`src/rtl/mem_rd_arbiter_if.sv`:
```
// Read-channel bundle (AR + R) between a requester (master) and a responder (slave).
// Used for the IF, LSU and memory sides of the read arbiter.
interface mem_rd_arbiter_if #(
  parameter int unsigned ADDR_W = 32,
  parameter int unsigned DATA_W = 32
);
  logic              arvalid;
  logic              arready;
  logic [ADDR_W-1:0] araddr;
  logic              rvalid;
  logic              rready;
  logic [DATA_W-1:0] rdata;
  logic [1:0]        rresp;

  modport master (
    output arvalid, araddr, rready,
    input  arready, rvalid, rdata, rresp
  );

  modport slave (
    input  arvalid, araddr, rready,
    output arready, rvalid, rdata, rresp
  );
endinterface

```
`src/rtl/mem_rd_arbiter.sv`:
```
// Round-robin arbiter sharing one memory read port between instruction fetch and LSU loads.
// One transaction in flight at a time; the R beat is routed back to the owning master.
module mem_rd_arbiter #(
  parameter int unsigned ADDR_W = 32,
  parameter int unsigned DATA_W = 32
) (
  input  logic                  clk,
  input  logic                  rst,
  mem_rd_arbiter_if.slave       if_bus,
  mem_rd_arbiter_if.slave       lsu_bus,
  mem_rd_arbiter_if.master      mem_bus,
  output logic                  grant,
  output logic                  busy
);

  typedef enum logic [1:0] {StIdle, StAr, StR} state_e;

  state_e            state_q, state_d;
  logic [ADDR_W-1:0] addr_q, addr_d;
  logic              grant_q, grant_d;
  logic              last_grant_q, last_grant_d;
  logic              mem_arvalid_q, mem_arvalid_d;
  logic              busy_q, busy_d;

  logic idle;
  logic any_req;
  logic pick_lsu;
  logic mem_rready;

  assign idle    = (state_q == StIdle);
  assign any_req = if_bus.arvalid | lsu_bus.arvalid;
  // On a tie the master that did not win last time gets the port.
  assign pick_lsu = lsu_bus.arvalid & (~if_bus.arvalid | ~last_grant_q);

  assign if_bus.arready  = idle & if_bus.arvalid & ~pick_lsu;
  assign lsu_bus.arready = idle & pick_lsu;

  assign mem_rready = (state_q == StR) & (grant_q ? lsu_bus.rready : if_bus.rready);

  always_comb begin
    state_d       = state_q;
    addr_d        = addr_q;
    grant_d       = grant_q;
    last_grant_d  = last_grant_q;
    unique case (state_q)
      StIdle: begin
        if (any_req) begin
          state_d      = StAr;
          grant_d      = pick_lsu;
          last_grant_d = pick_lsu;
          addr_d       = pick_lsu ? lsu_bus.araddr : if_bus.araddr;
        end
      end
      StAr: begin
        if (mem_bus.arready) begin
          state_d = StR;
        end
      end
      StR: begin
        if (mem_bus.rvalid & mem_rready) begin
          state_d = StIdle;
        end
      end
      default: state_d = StIdle;
    endcase
    mem_arvalid_d = (state_d == StAr);
    busy_d        = (state_d != StIdle);
  end

  always_ff @(posedge clk) begin
    if (rst) begin
      state_q       <= StIdle;
      addr_q        <= '0;
      grant_q       <= 1'b0;
      last_grant_q  <= 1'b1;
      mem_arvalid_q <= 1'b0;
      busy_q        <= 1'b0;
    end else begin
      state_q       <= state_d;
      addr_q        <= addr_d;
      grant_q       <= grant_d;
      last_grant_q  <= last_grant_d;
      mem_arvalid_q <= mem_arvalid_d;
      busy_q        <= busy_d;
    end
  end

  assign mem_bus.arvalid = mem_arvalid_q;
  assign mem_bus.araddr  = addr_q;
  assign mem_bus.rready  = mem_rready;

  assign if_bus.rvalid  = (state_q == StR) & ~grant_q & mem_bus.rvalid;
  assign lsu_bus.rvalid = (state_q == StR) & grant_q & mem_bus.rvalid;
  assign if_bus.rdata   = mem_bus.rdata;
  assign lsu_bus.rdata  = mem_bus.rdata;
  assign if_bus.rresp   = mem_bus.rresp;
  assign lsu_bus.rresp  = mem_bus.rresp;

  assign grant = grant_q;
  assign busy  = busy_q;

endmodule

```
`src/flat_wrapper.sv`:
```
// flat-port wrapper written by rule: the top's interface ports become plain ports
module mem_rd_arbiter_flat 
#(
  parameter int unsigned ADDR_W = 32,
  parameter int unsigned DATA_W = 32
)
  (clk, rst, grant, busy, if_bus_arvalid, if_bus_araddr, if_bus_rready, if_bus_arready, if_bus_rvalid, if_bus_rdata, if_bus_rresp, lsu_bus_arvalid, lsu_bus_araddr, lsu_bus_rready, lsu_bus_arready, lsu_bus_rvalid, lsu_bus_rdata, lsu_bus_rresp, mem_bus_arvalid, mem_bus_araddr, mem_bus_rready, mem_bus_arready, mem_bus_rvalid, mem_bus_rdata, mem_bus_rresp);
  mem_rd_arbiter_if #(.ADDR_W(ADDR_W), .DATA_W(DATA_W)) if_bus_i ();
  mem_rd_arbiter_if #(.ADDR_W(ADDR_W), .DATA_W(DATA_W)) lsu_bus_i ();
  mem_rd_arbiter_if #(.ADDR_W(ADDR_W), .DATA_W(DATA_W)) mem_bus_i ();
  input  logic clk;
  input  logic rst;
  output logic grant;
  output logic busy;
  input wire logic [$bits(if_bus_i.arvalid)-1:0] if_bus_arvalid;
  input wire logic [$bits(if_bus_i.araddr)-1:0] if_bus_araddr;
  input wire logic [$bits(if_bus_i.rready)-1:0] if_bus_rready;
  output wire logic [$bits(if_bus_i.arready)-1:0] if_bus_arready;
  output wire logic [$bits(if_bus_i.rvalid)-1:0] if_bus_rvalid;
  output wire logic [$bits(if_bus_i.rdata)-1:0] if_bus_rdata;
  output wire logic [$bits(if_bus_i.rresp)-1:0] if_bus_rresp;
  input wire logic [$bits(lsu_bus_i.arvalid)-1:0] lsu_bus_arvalid;
  input wire logic [$bits(lsu_bus_i.araddr)-1:0] lsu_bus_araddr;
  input wire logic [$bits(lsu_bus_i.rready)-1:0] lsu_bus_rready;
  output wire logic [$bits(lsu_bus_i.arready)-1:0] lsu_bus_arready;
  output wire logic [$bits(lsu_bus_i.rvalid)-1:0] lsu_bus_rvalid;
  output wire logic [$bits(lsu_bus_i.rdata)-1:0] lsu_bus_rdata;
  output wire logic [$bits(lsu_bus_i.rresp)-1:0] lsu_bus_rresp;
  output wire logic [$bits(mem_bus_i.arvalid)-1:0] mem_bus_arvalid;
  output wire logic [$bits(mem_bus_i.araddr)-1:0] mem_bus_araddr;
  output wire logic [$bits(mem_bus_i.rready)-1:0] mem_bus_rready;
  input wire logic [$bits(mem_bus_i.arready)-1:0] mem_bus_arready;
  input wire logic [$bits(mem_bus_i.rvalid)-1:0] mem_bus_rvalid;
  input wire logic [$bits(mem_bus_i.rdata)-1:0] mem_bus_rdata;
  input wire logic [$bits(mem_bus_i.rresp)-1:0] mem_bus_rresp;
  assign if_bus_i.arvalid = if_bus_arvalid;
  assign if_bus_i.araddr = if_bus_araddr;
  assign if_bus_i.rready = if_bus_rready;
  assign if_bus_arready = if_bus_i.arready;
  assign if_bus_rvalid = if_bus_i.rvalid;
  assign if_bus_rdata = if_bus_i.rdata;
  assign if_bus_rresp = if_bus_i.rresp;
  assign lsu_bus_i.arvalid = lsu_bus_arvalid;
  assign lsu_bus_i.araddr = lsu_bus_araddr;
  assign lsu_bus_i.rready = lsu_bus_rready;
  assign lsu_bus_arready = lsu_bus_i.arready;
  assign lsu_bus_rvalid = lsu_bus_i.rvalid;
  assign lsu_bus_rdata = lsu_bus_i.rdata;
  assign lsu_bus_rresp = lsu_bus_i.rresp;
  assign mem_bus_arvalid = mem_bus_i.arvalid;
  assign mem_bus_araddr = mem_bus_i.araddr;
  assign mem_bus_rready = mem_bus_i.rready;
  assign mem_bus_i.arready = mem_bus_arready;
  assign mem_bus_i.rvalid = mem_bus_rvalid;
  assign mem_bus_i.rdata = mem_bus_rdata;
  assign mem_bus_i.rresp = mem_bus_rresp;
  mem_rd_arbiter #(.ADDR_W(ADDR_W), .DATA_W(DATA_W)) u_core (.clk(clk), .rst(rst), .if_bus(if_bus_i), .lsu_bus(lsu_bus_i), .mem_bus(mem_bus_i), .grant(grant), .busy(busy));
endmodule
```
`config.mk`:
```
export PLATFORM = sky130hd
export DESIGN_NAME = mem_rd_arbiter_flat
export DESIGN_NICKNAME = d
export VERILOG_FILES = /design/src/rtl/mem_rd_arbiter_if.sv /design/src/rtl/mem_rd_arbiter.sv /design/src/flat_wrapper.sv
export SDC_FILE = /design/constraint.sdc
export NUM_CORES = 1
export LEC_CHECK = 0
export BUFFER_PORTS_ARGS = -buffer_cell sky130_fd_sc_hd__buf_2
export CAP_MARGIN = 15
export CORE_AREA = 8 8 109 81
export CTS_CLUSTER_SIZE = 16
export DETAILED_ROUTE_END_ITERATION = 8
export DIE_AREA = 0 0 117 89
export GPL_TIMING_DRIVEN = 0
export PLACE_DENSITY_LB_ADDON = 0.05
export SYNTH_ARGS = -nofsm -noshare
export SYNTH_HDL_FRONTEND = slang
export SYNTH_SLANG_ARGS = --single-unit
```
`constraint.sdc`:
```
create_clock -name clk -period 1.66 [get_ports clk]
set_clock_uncertainty 0.2 [all_clocks]
set_input_delay 0.415 -clock clk [delete_from_list [all_inputs] [get_ports clk]]
set_output_delay 0.415 -clock clk [all_outputs]
set_load 0.005 [all_outputs]
```
Yosys cells after proc, flatten, opt, wreduce, memory -nomap -nowiden
Index checks and enable logic that the tools add are counted.
Widths: inputs -> output; s select.
{"block": "totals", "ff_bits": 38, "input_bits": 106}
{"block": "op_classes", "eq_ne": 3, "mux": 6, "n_bitwise": 16, "n_reduce_logical": 3}
{"cell": "$mux 32", "n": 1}
{"cell": "$and 1x1->1", "n": 10}
{"cell": "$mux 2", "n": 3}
{"cell": "$pmux 2 s3", "n": 1}
{"cell": "$eq 2x1->1 const B", "n": 2}
{"cell": "$not 1->1", "n": 4}
{"cell": "$eq 2x2->1 const B", "n": 1}
{"cell": "$logic_not 2->1", "n": 1}
{"cell": "$or 1x1->1", "n": 2}
{"cell": "$reduce_and 2->1", "n": 1}
{"cell": "$reduce_bool 2->1", "n": 1}
{"cell": "$mux 1", "n": 1}

Longest topological paths before layout
Gate-level depths: netlist of run 1.
{"block": "depth", "ltp_word": 6, "mapped_depth": 6, "depth_no_buf": 3}

Worst setup path before layout of run 1
OpenSTA, ideal clock, no wires.
{"block": "synth_path", "kind": "input to register", "startpoint": "input port lsu_bus_arvalid", "endpoint": "register u_core.addr_q[10] (netlist: u_core.mem_bus.araddr[10])", "setup_ps": 89, "t_arrival_ps": 1336, "t_required_ps": 1371, "slack_ps": 35, "path_stages": 6, "path_buffers": 3, "path_cell_list": "or2_1 buf_6 and2_4 buf_6 buf_6 a311oi_2"}
{"block": "synth_via", "elab_chain_len": 2, "word_cells_on_any_way": 4, "classes_between": "mux: 1; bitwise: 2; reduce/logical: 1"}
{"item": "start: declaration", "line_no": "flat_wrapper.sv:22", "text": "input wire logic [$bits(lsu_bus_i.arvalid)-1:0] lsu_bus_arvalid;"}
{"item": "$and 1x1->1 / $or 1x1->1 (equally long branches)", "line_no": "mem_rd_arbiter.sv:33, mem_rd_arbiter.sv:31"}
{"item": "$mux 32 / $reduce_and 2->1 (equally long branches)"}
{"item": "end signal: assignment", "line_no": "mem_rd_arbiter.sv:80", "text": "addr_q <= addr_d;"}
{"item": "end: declaration", "line_no": "mem_rd_arbiter.sv:19", "text": "logic [ADDR_W-1:0] addr_q, addr_d;"}
Several ways; a longest one is shown, not always the timed one.
A chain may end at the register's enable or synchronous reset.

Worst setup path in the final report of run 1
{"block": "layout_path", "startpoint": "register u_core.last_grant_q", "endpoint": "output port lsu_bus_arready"}
{"block": "layout_via", "elab_chain_len": 4}
{"item": "start: declaration", "line_no": "mem_rd_arbiter.sv:21", "text": "logic last_grant_q, last_grant_d;"}
{"item": "start signal: assignment", "line_no": "mem_rd_arbiter.sv:82", "text": "last_grant_q <= last_grant_d;"}
{"item": "$not 1->1", "line_no": "mem_rd_arbiter.sv:33", "text": "assign pick_lsu = lsu_bus.arvalid & (~if_bus.arvalid | ~last_grant_q);"}
{"item": "$or 1x1->1", "line_no": "mem_rd_arbiter.sv:33"}
{"item": "$and 1x1->1", "line_no": "mem_rd_arbiter.sv:33"}
{"item": "$and 1x1->1", "line_no": "mem_rd_arbiter.sv:36", "text": "assign lsu_bus.arready = idle & pick_lsu;"}
{"item": "end: declaration", "line_no": "flat_wrapper.sv:25", "text": "output wire logic [$bits(lsu_bus_i.arready)-1:0] lsu_bus_arready;"}
No other way between the ends.

==> reports/summary.md, run 1 <==
Number of nets in the final layout: 583. The row count is 26, and the initial core utilization is 34.5%. The endpoint class of the critical path is a primary output.

Of the total power, registers draw 39.3%. The clock reaches the later pin of the worst-skew pair after 0.28 ns. The core region is 0.00709 mm². The number of buffers created by CTS came out at 5.

Of all nets on the critical path, the largest fanout is 4. The chip height came out at 89 µm. The smallest clock period supported by the final layout is computed as 1.77 ns. The logs give 0 for the post-route DRC violation count and 13 for the maximum number of pins on one net before global-route repair. For the pin with the worst max-slew slack, the measured transition is 0.590 ns. The logs give 0 for the initial antenna violation count and 2 for the maximum number of buffers from clock root to sink. Setup repair after global routing could not meet its margin everywhere. TritonCTS built the clock tree. Synthesis produced 284 cells.

Summing internal, switching and leakage power gives 2.79 mW. The fraction of synthesis flops using an asynchronous set or reset pin is 0%, and the data required time of the critical path is 1.04 ns. Final routed wirelength across all metal layers: 8990 µm. The die covers 0.0104 mm². The tools report the number of antenna-violating nets in the routed design as 0. The run gives 0.870 mW as the power dissipated by switching net loads. The residual overflow from global routing is 0, and the portion of the clock cycle consumed by the worst path in the final layout is 107%. The most used flip-flop cell after synthesis is dfxtp_1. After synthesis, the most frequently instantiated cells are buf_4, nand2_1, dfxtp_1. The wire length of the first global-routing pass was 13400 µm; the number of enable-type register cells in the synthesized netlist was 0.

The number of different library cells used by synthesis comes to 27. The switching power share of the total is 31.2%. The max-cap check violation count was 0; the synthesis-to-layout area growth was 52.1%. The detailed router finished its first iteration with 87 violations. The tools report the number of hold-repair buffers added at the cts stage as 0. The tools report the register-to-register setup slack as 0.09 ns. The combinational share of power is 37.0%, and the overall global routing resource usage is 16.3%. When the netlist entered floorplanning its net count stood at 390.

Buffers placed on the I/O ports in this run total 178. The top cell type by area accounts for 31.1% of the synthesized area. Across the VDD grid, the largest voltage drop is 0.000373 V. STA classifies the critical path startpoint as a flop. The synthesized flop and latch total works out to 38. The areal power density over the cells was 750 mW/mm².

In the post-synthesis netlist, the cell with the most instances is buf_4. Pin placement for this block handled 214 I/O pins. The capture instance of the worst register-to-register path is u_core.mem_bus.araddr[21]$_SDFFE_PP0P_. The run gives 0 as the antenna diode instance count. The worst path arrival time is 1.16 ns. The register clock-pin slew on the reported worst setup and hold paths came out at 0.08 ns. The startpoint identified for the worst register-to-register timing path is u_core.last_grant_q$_SDFFE_PP1P_. The worst hold path passes through 3 cells. The static power due to leakage was 1.92 nW. The tools report the routability congestion estimate from global placement as 0.744. The per-cell routed wire length works out to 15.6 µm.

For the total of warnings raised by yosys, the log shows 0. The path class of the tightest hold or removal check is primary input to flop. In the final layout, the multi-input gates occupy 0.00109 mm². The beginning of the worst hold path was if_bus_araddr[3]. For this run, the register share of the synthesized area comes to 31.1%.

The synthesized design spends more area on one cell type than any other, namely dfxtp_1. The run gives 2722 as the number of global-route vias before repair. The run finished, with violations left. The tools report the detailed placement HPWL as 7130 µm. The tree is rooted in a clkbuf_8.

The number of slew-limit violations in the final report is 0, and the count of fill cells added during filler insertion is 727. After synthesis, the cell types taking the most area are dfxtp_1, buf_4, a311oi_2. The number of hold-slack violations in the final timing report was 0. For hold timing, the worst endpoint is u_core.mem_bus.araddr[3]$_SDFFE_PP0P_. The tools report the number of setup violations in the final report as 5. The sequential cells in the finished layout cover a total of 771 µm². The worst setup path is of the flop to primary output kind. The checks that failed: negative setup slack. The die boundary width was 117 µm. The worst setup margin came out at -0.111 ns. For this run, the top clock speed supported by timing is 0.565 GHz. Summing every instance area after synthesis gives 0.00244 mm².

The number of vias after detailed routing was 2573. The average via count per standard cell is 4.47, and the clock network power share is 23.7%. Adding up every negative setup slack in the final design gives -0.374 ns. CTS built an H-tree with a depth of 2. The pre-antenna-repair detailed-routing pass consisted of 4 iterations.

In this run the tightest slew margin relative to its limit is 60.7%. The mean area per synthesized cell works out to 8.61 µm². The number of cells on the worst reg-to-reg path is 5. The post-route netlist has 67.6% of its cells at a drive strength greater than 1. Counting every sink on the clock net gives 38. The internal power of the cells totals 1.92 mW.
==> stage by stage <==
step	hold slack, ns	cells	utilization [%]	setup slack (ns)	instance area [µm²]
final	0.195	576	52.4	-0.111	3720
after global placement	0.307	560	48.8	-0.470	3460
after detailed placement	0.324	560	48.8	-0.450	3460
after CTS	0.183	575	52.0	-0.129	3690
after floorplan	0.307	284	-	0.0352	2440
after global routing	0.198	576	52.4	-0.172	3720
==> flip-flops by register name (all words and copies together), names as in the netlist <==
signal / flops
u_core.mem_bus.araddr: 32
u_core.state_q: 2
u_core.busy: 1
u_core.grant: 1
u_core.last_grant_q: 1
u_core.mem_bus.arvalid: 1
==> placed cells by master (no fill, tap or decap), types with 3 or more instances in the layout <==
cell / count
clkbuf_2: 5
a21oi_1: 35
buf_4: 80
clkbuf_1: 3
nand2_1: 65
buf_2: 180
nor2_1: 4
buf_6: 6
dfxtp_1: 34
clkbuf_8: 7
a311oi_2: 30
==> area by class of cell <==
type                       instances  share of cell area, %
inverter                           1                  0.101
clock inverter                     1                  0.135
multi-input combinational        155                   29.2
sequential                        38                   20.7
timing repair buffer             191                   27.0
clock buffer                       7                   2.32
buffer                            85                   17.2
tap                               98                   3.30
==> layer usage <==
metal / up-vias / share of wire [%] / global-route usage (%)
met5: - / 0 / 0
met4: 0 / 0.44 / 3.13
met3: 2 / 13 / 7.76
met2: 118 / 47 / 28.3
met1: 1154 / 39 / 17.9
li1: 1299 / - / -
==> worst max path at each step <==
stage                                           from                                endpoint  slack, ns  depth (start not counted)
detailed placement                    if_bus_arvalid                          if_bus_arready      -0.45                          5
finish              u_core.last_grant_q$_SDFFE_PP1P_                         lsu_bus_arready      -0.11                          3
global placement                      if_bus_arvalid                          if_bus_arready      -0.47                          5
floorplan                            lsu_bus_arvalid  u_core.mem_bus.araddr[10]$_SDFFE_PP0P_       0.04                          6
CTS                 u_core.last_grant_q$_SDFFE_PP1P_                         lsu_bus_arready      -0.13                          3
global route        u_core.last_grant_q$_SDFFE_PP1P_                         lsu_bus_arready      -0.17                          3
==> power groups by stage <==
stage,combinational (mW),clock [mW],sequential [mW]
after floorplan,0.572,0,1.12
final,1.03,0.661,1.10
after global placement,0.969,0,1.10
after global routing,1.13,0.727,1.11
after detailed placement,0.973,0,1.11
after CTS,1.03,0.685,1.09
==> critical path, cell delays in order (launching register included) <==
cell and delay, ns:
dfxtp_2 0.36, a21bo_4 0.25, nor3_4 0.12, buf_2 0.14
==> logic make-up (layout without fill, tap and decap cells) <==
family	Yosys count	in the layout	share of synthesized area [%]
multiplexers	1	1	0.409
AO/OA/AOI/OAI	74	74	28.8
flip-flops	38	38	31.1
buffers and inverters	91	285	26.0
AND/OR/NAND/NOR	80	80	13.7
==> timing repair <==
action | in CTS | in global routing
endpoints found under the setup margin | 35 | 32
resized for setup | 22 | 19
pin swaps | 4 | 1
buffers inserted | 11 | 2
endpoints found under the hold margin | 0 | 0
No activity file was read; power rests on OpenSTA's default activity.
==> inputs of run 2 (changes only) <==
==> constraint.sdc (replaced) <==
create_clock -name clk -period 1.66 [get_ports clk]
set_clock_uncertainty 0.2 [all_clocks]
set_input_delay 0.083 -clock clk [delete_from_list [all_inputs] [get_ports clk]]
set_output_delay 0.083 -clock clk [all_outputs]
set_load 0.005 [all_outputs]
==> run 2 against run 1 <==
The run ends with negative hold slack, negative setup slack left; cell area increased by 14%; via count increased by 8.8%; power increased by 2.4%; global-route usage increased by 1.6 points; setup slack improved by 0.11 ns; largest cell class unchanged.
==> reports/summary.md, run 2 (synthesized netlist as in run 1, its figures left out) <==
The register clock-pin slew on the reported worst setup and hold paths works out to 0.08 ns (about the same). The antenna diode instance count is 0 (unchanged), and the maximum number of buffers from clock root to sink is 2 (unchanged). The run gives 48.8% (-12 points) as the worst slew margin relative to its limit. The min-delay analysis places its worst path in the category primary input to flop. The tree is rooted in a clkbuf_8.

The run gives 0 (-11) as the buffers inserted during post-CTS setup optimization. The initial antenna violation count came out at 0 (unchanged). The row count was 26 (unchanged). The startpoint-to-endpoint class of the critical path is flop to primary output. The peak supply drop was 0.000360 V (-3.7%).

The run gives 0 (unchanged) as the post-route DRC violation count. The initial core utilization was 34.5% (unchanged). The most frequent standard cell in the layout excluding fill and tap cells was buf_2. The tools report the worst path arrival time as 1.38 ns (+0.22 ns). The measured slew at the worst slew-check pin came out at 0.769 ns (+0.179 ns).

The max-cap check violation count was 0 (unchanged). The run gives 3055 (+12%) as the number of global-route vias before repair. The worst-case hold slack was -0.00779 ns (-0.203 ns); the final critical-path required period was 1.66 ns (-0.108 ns).

The clock network latency to the later pin of the worst-skew pair was 0.28 ns (about the same); the number of buffers created by CTS was 5 (unchanged). The areal power density over the cells works out to 674 mW/mm² (-10%). The wire length of the first global-routing pass was 14800 µm (+10%); the CTS sink count was 38 (unchanged). The data required time of the critical path was 1.38 ns (+0.34 ns).

The placeable core area was 0.00709 mm² (unchanged). The maximum clock frequency was 0.601 GHz (+6.5%); the die boundary width was 117 µm (unchanged). Number of setup violations in the final report: 1 (-4). For the number of placed cells counting well taps, the log shows 560 (unchanged). The number of slew-limit violations in the final report is 0 (unchanged), and the average via count per standard cell is 4.42 (-1.1%). The logs give 85 (-2.3%) for the number of DRC markers in iteration 0 and 4 (unchanged) for the first-pass iteration count of the detailed router. The flow ran to the end, but the final reports show violations. The final routed wirelength across all metal layers was 9650 µm (+7.4%); the detailed placement HPWL was 7130 µm (unchanged).

The count of input and output buffers is 178 (unchanged), and the die area is 0.0104 mm² (unchanged). Static power due to leakage: 2.12 nW (+11%). The share of post-route cells with drive strength above 1 was 56.2% (-11 points).

Portion of the clock cycle consumed by the worst path in the final layout: 100% (-6.5 points). The number of vias after detailed routing is 2800 (+8.8%). Overall global routing resource usage: 17.9% (+1.6 points). Setup repair after global routing could not meet its margin everywhere.

For the number of antenna-violating nets in the routed design, the log shows 0 (unchanged). For the maximum number of pins on one net before global-route repair, the log shows 12 (-1). Maximum fanout count along the critical path: 6 (+2). Relative to the synthesized area, the layout overhead comes to 73.3%.

The run gives -0.00333 ns (+0.108 ns) as the worst setup margin. The logs give 641 (+9.9%) for the number of nets in the final layout and 0 (unchanged) for the residual overflow from global routing. The routability congestion estimate from global placement is 0.744 (unchanged). The per-cell routed wire length was 15.2 µm (-2.4%); the chip height was 89 µm (unchanged).

Startpoint kind of the worst setup timing path: a flop. Flip-flop count of the largest register, all copies and words added: 32 (unchanged). The worst setup path is captured at a primary output. For the utilization of the core after routing, the log shows 59.7% (+7.3 points).

TritonCTS built the clock tree. The number of hold-slack violations in the final timing report came out at 1 (+1). Leaving out fill and tap cells, the most frequent cells in the layout are buf_2, buf_4, nand2_1, dlygate4sd3_1, dfxtp_1. For the H-tree depth, the log shows 2 (unchanged). The number of non-filler instances in the completed layout is 634 (+10%). The count of pins on the block boundary was 214 (unchanged). The checks that failed: negative hold slack, negative setup slack.
==> run 2: cell types whose count changed in the layout (fill, tap and decap cells not counted), sizes merged <==
cell	previous run	this run
clkbuf	16	19
dlygate4sd3	0	66
buf	267	256
==> run 2: path summary, 6_finish.rpt <==
check / endpoint / cells after the start / start / slack (ns)
hold reg to reg: u_core.mem_bus.araddr[3]$_SDFFE_PP0P_ / 2 / u_core.mem_bus.araddr[3]$_SDFFE_PP0P_ / 0.33
setup reg to reg: u_core.mem_bus.araddr[21]$_SDFFE_PP0P_ / 5 / u_core.state_q[0]$_SDFF_PP0_ / 0.05
setup / recovery: lsu_bus_arready / 4 / u_core.last_grant_q$_SDFFE_PP1P_ / -0.003
hold / removal: u_core.last_grant_q$_SDFFE_PP1P_ / 3 / if_bus_arvalid / -0.008
==> run 2: layer usage <==
layer / vias to the layer above / track usage (%) / part of all wire (%)
met4: 0 / 3.59 / 0.48
met1: 1262 / 19.4 / 40
met2: 119 / 32.5 / 48
met5: - / 0 / 0
li1: 1415 / - / -
met3: 4 / 6.95 / 11
==> run 2: layout make-up <==
type / count / area (µm²)
repair buffers: 244 / 1550
multi-input cells: 155 / 1060
clock buffers: 7 / 86.3
flip-flops and latches: 38 / 761
well taps: 98 / 123
fillers: 665 / 2860
plain buffers: 90 / 651
clock inverters: 1 / 5.00
inverters: 1 / 3.75
==> run 2: timing repair <==
action,in CTS,in global routing
endpoints found under the setup margin,31,31
hold buffers,66,0
resized for setup,11,8
endpoints found under the hold margin,37,0
==> run 2: metrics by stage <==
stage	instance area [µm²]	power (mW)	TNS [ns]	worst slack [ns]	hold WS (ns)
after CTS	4230	2.88	-0.0183	-0.0183	-0.0109
after global routing	4240	3.04	-0.451	-0.0778	0.000479
after global placement	3460	2.07	-2.42	-0.116	0.136
final	4240	2.85	-0.00333	-0.00333	-0.00779
after floorplan	2440	1.69	0	0.205	0.0397
after detailed placement	3460	2.08	-2.44	-0.109	0.136
==> run 2: critical path, stage by stage, from the launching register on <==
cell,delay (ns)
dfxtp_1,0.36
a21bo_1,0.17
buf_2,0.15
nor3_1,0.23
buf_2,0.18
==> run 2: power breakdown <==
group | total, mW | internal [mW] | switching, mW
logic | 1.10 | 0.609 | 0.489
registers | 1.09 | 1.03 | 0.0647
clock network | 0.666 | 0.336 | 0.331
total | 2.85 | 1.97 | 0.884
==> inputs of run 3 (changes only) <==
--- a/config.mk
+++ b/config.mk
@@ -8,6 +8,7 @@
 export BUFFER_PORTS_ARGS = -buffer_cell sky130_fd_sc_hd__buf_2
 export CAP_MARGIN = 15
 export CORE_AREA = 8 8 109 81
+export CTS_CLUSTER_DIAMETER = 150
 export CTS_CLUSTER_SIZE = 16
 export DETAILED_ROUTE_END_ITERATION = 8
 export DIE_AREA = 0 0 117 89
==> constraint.sdc (replaced) <==
create_clock -name clk -period 1.5 [get_ports clk]
set_clock_uncertainty 0.2 [all_clocks]
set_input_delay 0.075 -clock clk [delete_from_list [all_inputs] [get_ports clk]]
set_output_delay 0.075 -clock clk [all_outputs]
set_load 0.005 [all_outputs]
==> run 3 against run 2 <==
The run now ends clean; count of clock-buffer cells in the layout is the same; register-to-register slack lost 0.02 ns; critical path depth is the same; critical endpoint is now u_core.mem_bus.araddr[17]$_SDFFE_PP0P_; worst hold slack gained 0.034 ns; largest cell class unchanged.
==> reports/summary.md, run 3 (synthesized netlist as in run 1, its figures left out) <==
The storage element area was 772 µm² (+1.5%); the synthesis-to-layout area growth was 82.4%. The worst hold path class was primary input to flop. CTS placed an instance of clkbuf_8 at the clock tree root.

Post-route DRC violation count: 0 (unchanged). Per-cell routed wire length: 15.3 µm (+0.80%). The tools report the total power after layout as 3.28 mW (+15%). The final standard cell area without fillers is 0.00446 mm² (+5.3%). The startpoint kind of the worst setup timing path was a flop. The logs give 1.40 ns (+0.02 ns) for the worst path arrival time and 5 (unchanged) for the number of buffers created by CTS.

The tools report the initial antenna violation count as 0 (unchanged). The initial core utilization came out at 34.5% (unchanged). TritonCTS built the clock tree. The tools report the data required time of the critical path as 1.43 ns (+0.05 ns).

The tools report the source of the worst register-to-register timing path as u_core.state_q[0]$_SDFF_PP0_. The count of pins on the block boundary came out at 214 (unchanged). The number of cells on the worst reg-to-reg path is 4 (-1). The placeable core area is 0.00709 mm² (unchanged), and the number of DRC markers in iteration 0 is 91 (+7.1%). The power dissipated by switching net loads is 0.999 mW (+13%), and the routability congestion estimate from global placement is 0.744 (unchanged). The chip height is 89 µm (unchanged).

The tools report the number of global-route vias before repair as 3109 (+1.8%). Endpoint class of the critical path: a flop. The die boundary width was 117 µm (unchanged); the utilization of the core after routing was 62.9% (+3.1 points). The maximum fanout count along the critical path works out to 7 (+1). Register-to-register setup slack: 0.03 ns (-0.02 ns). The register clock-pin slew on the reported worst setup and hold paths is 0.08 ns (about the same). The clock network power share is 22.1% (-1.2 points), and the switching power share of the total is 30.5% (-0.52 points).

The final critical-path required period was 1.47 ns; the measured slew at the worst slew-check pin was 0.774 ns (+0.00516 ns). The first-pass iteration count of the detailed router is 4 (unchanged). The average via count per standard cell is 4.45 (+0.75%), and the maximum clock frequency is 0.678 GHz.

Internal power of the cells: 2.28 mW (+16%). The tools report the detailed placement HPWL as 7130 µm (unchanged). The multi-input combinational cell area is 0.00108 mm² (+2.6%). The combinational share of power is 41.0% (+2.5 points).

The flow ran to the end, and the final reports show no timing, DRC or antenna violations. For the number of non-filler instances in the completed layout, the log shows 643 (+1.4%). The count of fill cells added during filler insertion was 646 (-2.9%).

The final critical path takes up 98.3% of the cycle. The CTS sink count is 38 (unchanged). The logs give 0.0104 mm² (unchanged) for the die area and 2 (unchanged) for the maximum number of buffers from clock root to sink.

The wire length of the first global-routing pass came out at 15000 µm (+1.7%). The number of antenna-violating nets in the routed design came out at 0 (unchanged). The number of nets in the final layout was 650 (+1.4%). The run gives 2861 (+2.2%) as the number of vias after detailed routing. The path with the worst hold slack has its endpoint at u_core.state_q[0]$_SDFF_PP0_. The tools report the H-tree depth as 2 (unchanged).

The number of placed cells counting well taps is 560 (unchanged), and the residual overflow from global routing is 0 (unchanged). The logs give 2.22 nW (+4.4%) for the static power due to leakage and 9870 µm (+2.2%) for the final routed wirelength across all metal layers. The run gives 0.28 ns (about the same) as the clock network latency to the later pin of the worst-skew pair.

The share of post-route cells with drive strength above 1 is 58.3% (+2.2 points). The worst slew margin relative to its limit is 48.4% (-0.34 points). In the layout the commonest cells are buf_2, buf_4, dlygate4sd3_1. For the sequential share of power, the log shows 36.8% (-1.4 points). The row count came out at 26 (unchanged). The count of input and output buffers works out to 178 (unchanged). The antenna diode instance count is 0 (unchanged), and the number of instances on the worst hold path is 2 (-1).

Max-cap check violation count: 0 (unchanged). Setup repair after global routing could not meet its margin everywhere. The flip-flop count of the largest register, all copies and words added works out to 32 (unchanged).

The number of slew-limit violations in the final report is 0 (unchanged). The critical path is of the flop to flop type. The overall global routing resource usage is 18.1% (+0.27 points). The placed instance area was 0.00346 mm² (unchanged); the number of hold-slack violations in the final timing report was 0 (-1). The startpoint identified for the worst hold timing path is rst. Capture instance of the worst register-to-register path: u_core.mem_bus.araddr[17]$_SDFFE_PP0P_. The areal power density over the cells was 736 mW/mm² (+9.2%); the peak supply drop was 0.000415 V (+15%).

For the maximum number of pins on one net before global-route repair, the log shows 12 (unchanged). Most frequent standard cell in the layout excluding fill and tap cells: buf_2. The tools report the number of setup violations in the final report as 0 (-1).
## run 3: cell type report
class                   count  area share, %
clock buffers               7           1.94
inverters                   1         0.0842
clock inverters             1          0.112
flip-flops and latches     38           17.3
repair buffers            255           37.8
plain buffers              88           15.7
well taps                  98           2.75
multi-input cells         155           24.3
## run 3: how the worst max path moves through the flow
stage	startpoint	to
after floorplan	u_core.last_grant_q$_SDFFE_PP1P_	u_core.mem_bus.araddr[10]$_SDFFE_PP0P_
after global placement	u_core.last_grant_q$_SDFFE_PP1P_	u_core.mem_bus.araddr[20]$_SDFFE_PP0P_
after detailed placement	u_core.last_grant_q$_SDFFE_PP1P_	u_core.mem_bus.araddr[21]$_SDFFE_PP0P_
after CTS	u_core.last_grant_q$_SDFFE_PP1P_	if_bus_arready
after global routing	u_core.last_grant_q$_SDFFE_PP1P_	u_core.mem_bus.araddr[9]$_SDFFE_PP0P_
final	u_core.state_q[0]$_SDFF_PP0_	u_core.mem_bus.araddr[17]$_SDFFE_PP0P_
## run 3: stage by stage
| stage | TNS [ns] | hold slack, ns | setup slack, ns |
|---|---|---|---|
| 4_1_cts | -0.00644 | -0.0201 | -0.00644 |
| 3_5_place_dp | -7.41 | 0.120 | -0.269 |
| 3_3_place_gp | -7.44 | 0.120 | -0.276 |
| 5_1_grt | -0.218 | 0.0394 | -0.0256 |
| 6_report | 0 | 0.0266 | 0.0259 |
| 2_1_floorplan | 0 | 0.0237 | 0.0452 |
## run 3: worst max-delay path, stage by stage (launching register included)
cell and delay, ns:
dfxtp_4 0.37, nor2_4 0.20, and2_4 0.29, clkbuf_16 0.18, a311oi_2 0.07
## run 3: routing by layer
metal / GRT usage, % / share of wire [%]
met5: 0 / 0
met4: 3.59 / 0.57
met3: 6.95 / 11
met2: 33.2 / 49
met1: 19.6 / 39
## run 3: what timing repair did
action	in CTS	in global routing
pin swaps	2	6
endpoints found under the hold margin	37	1
gates cloned	0	2
setup buffers	4	4
setup endpoints to repair	38	35
gates resized for setup	29	21
hold buffers	66	1
## run 3: power by group through the flow
| stage | clock (mW) | sequential, mW | combinational [mW] |
|---|---|---|---|
| global route | 0.800 | 1.22 | 1.47 |
| global placement | 0 | 1.22 | 1.07 |
| floorplan | 0 | 1.23 | 0.633 |
| CTS | 0.758 | 1.21 | 1.26 |
| finish | 0.726 | 1.21 | 1.35 |
| detailed placement | 0 | 1.23 | 1.08 |
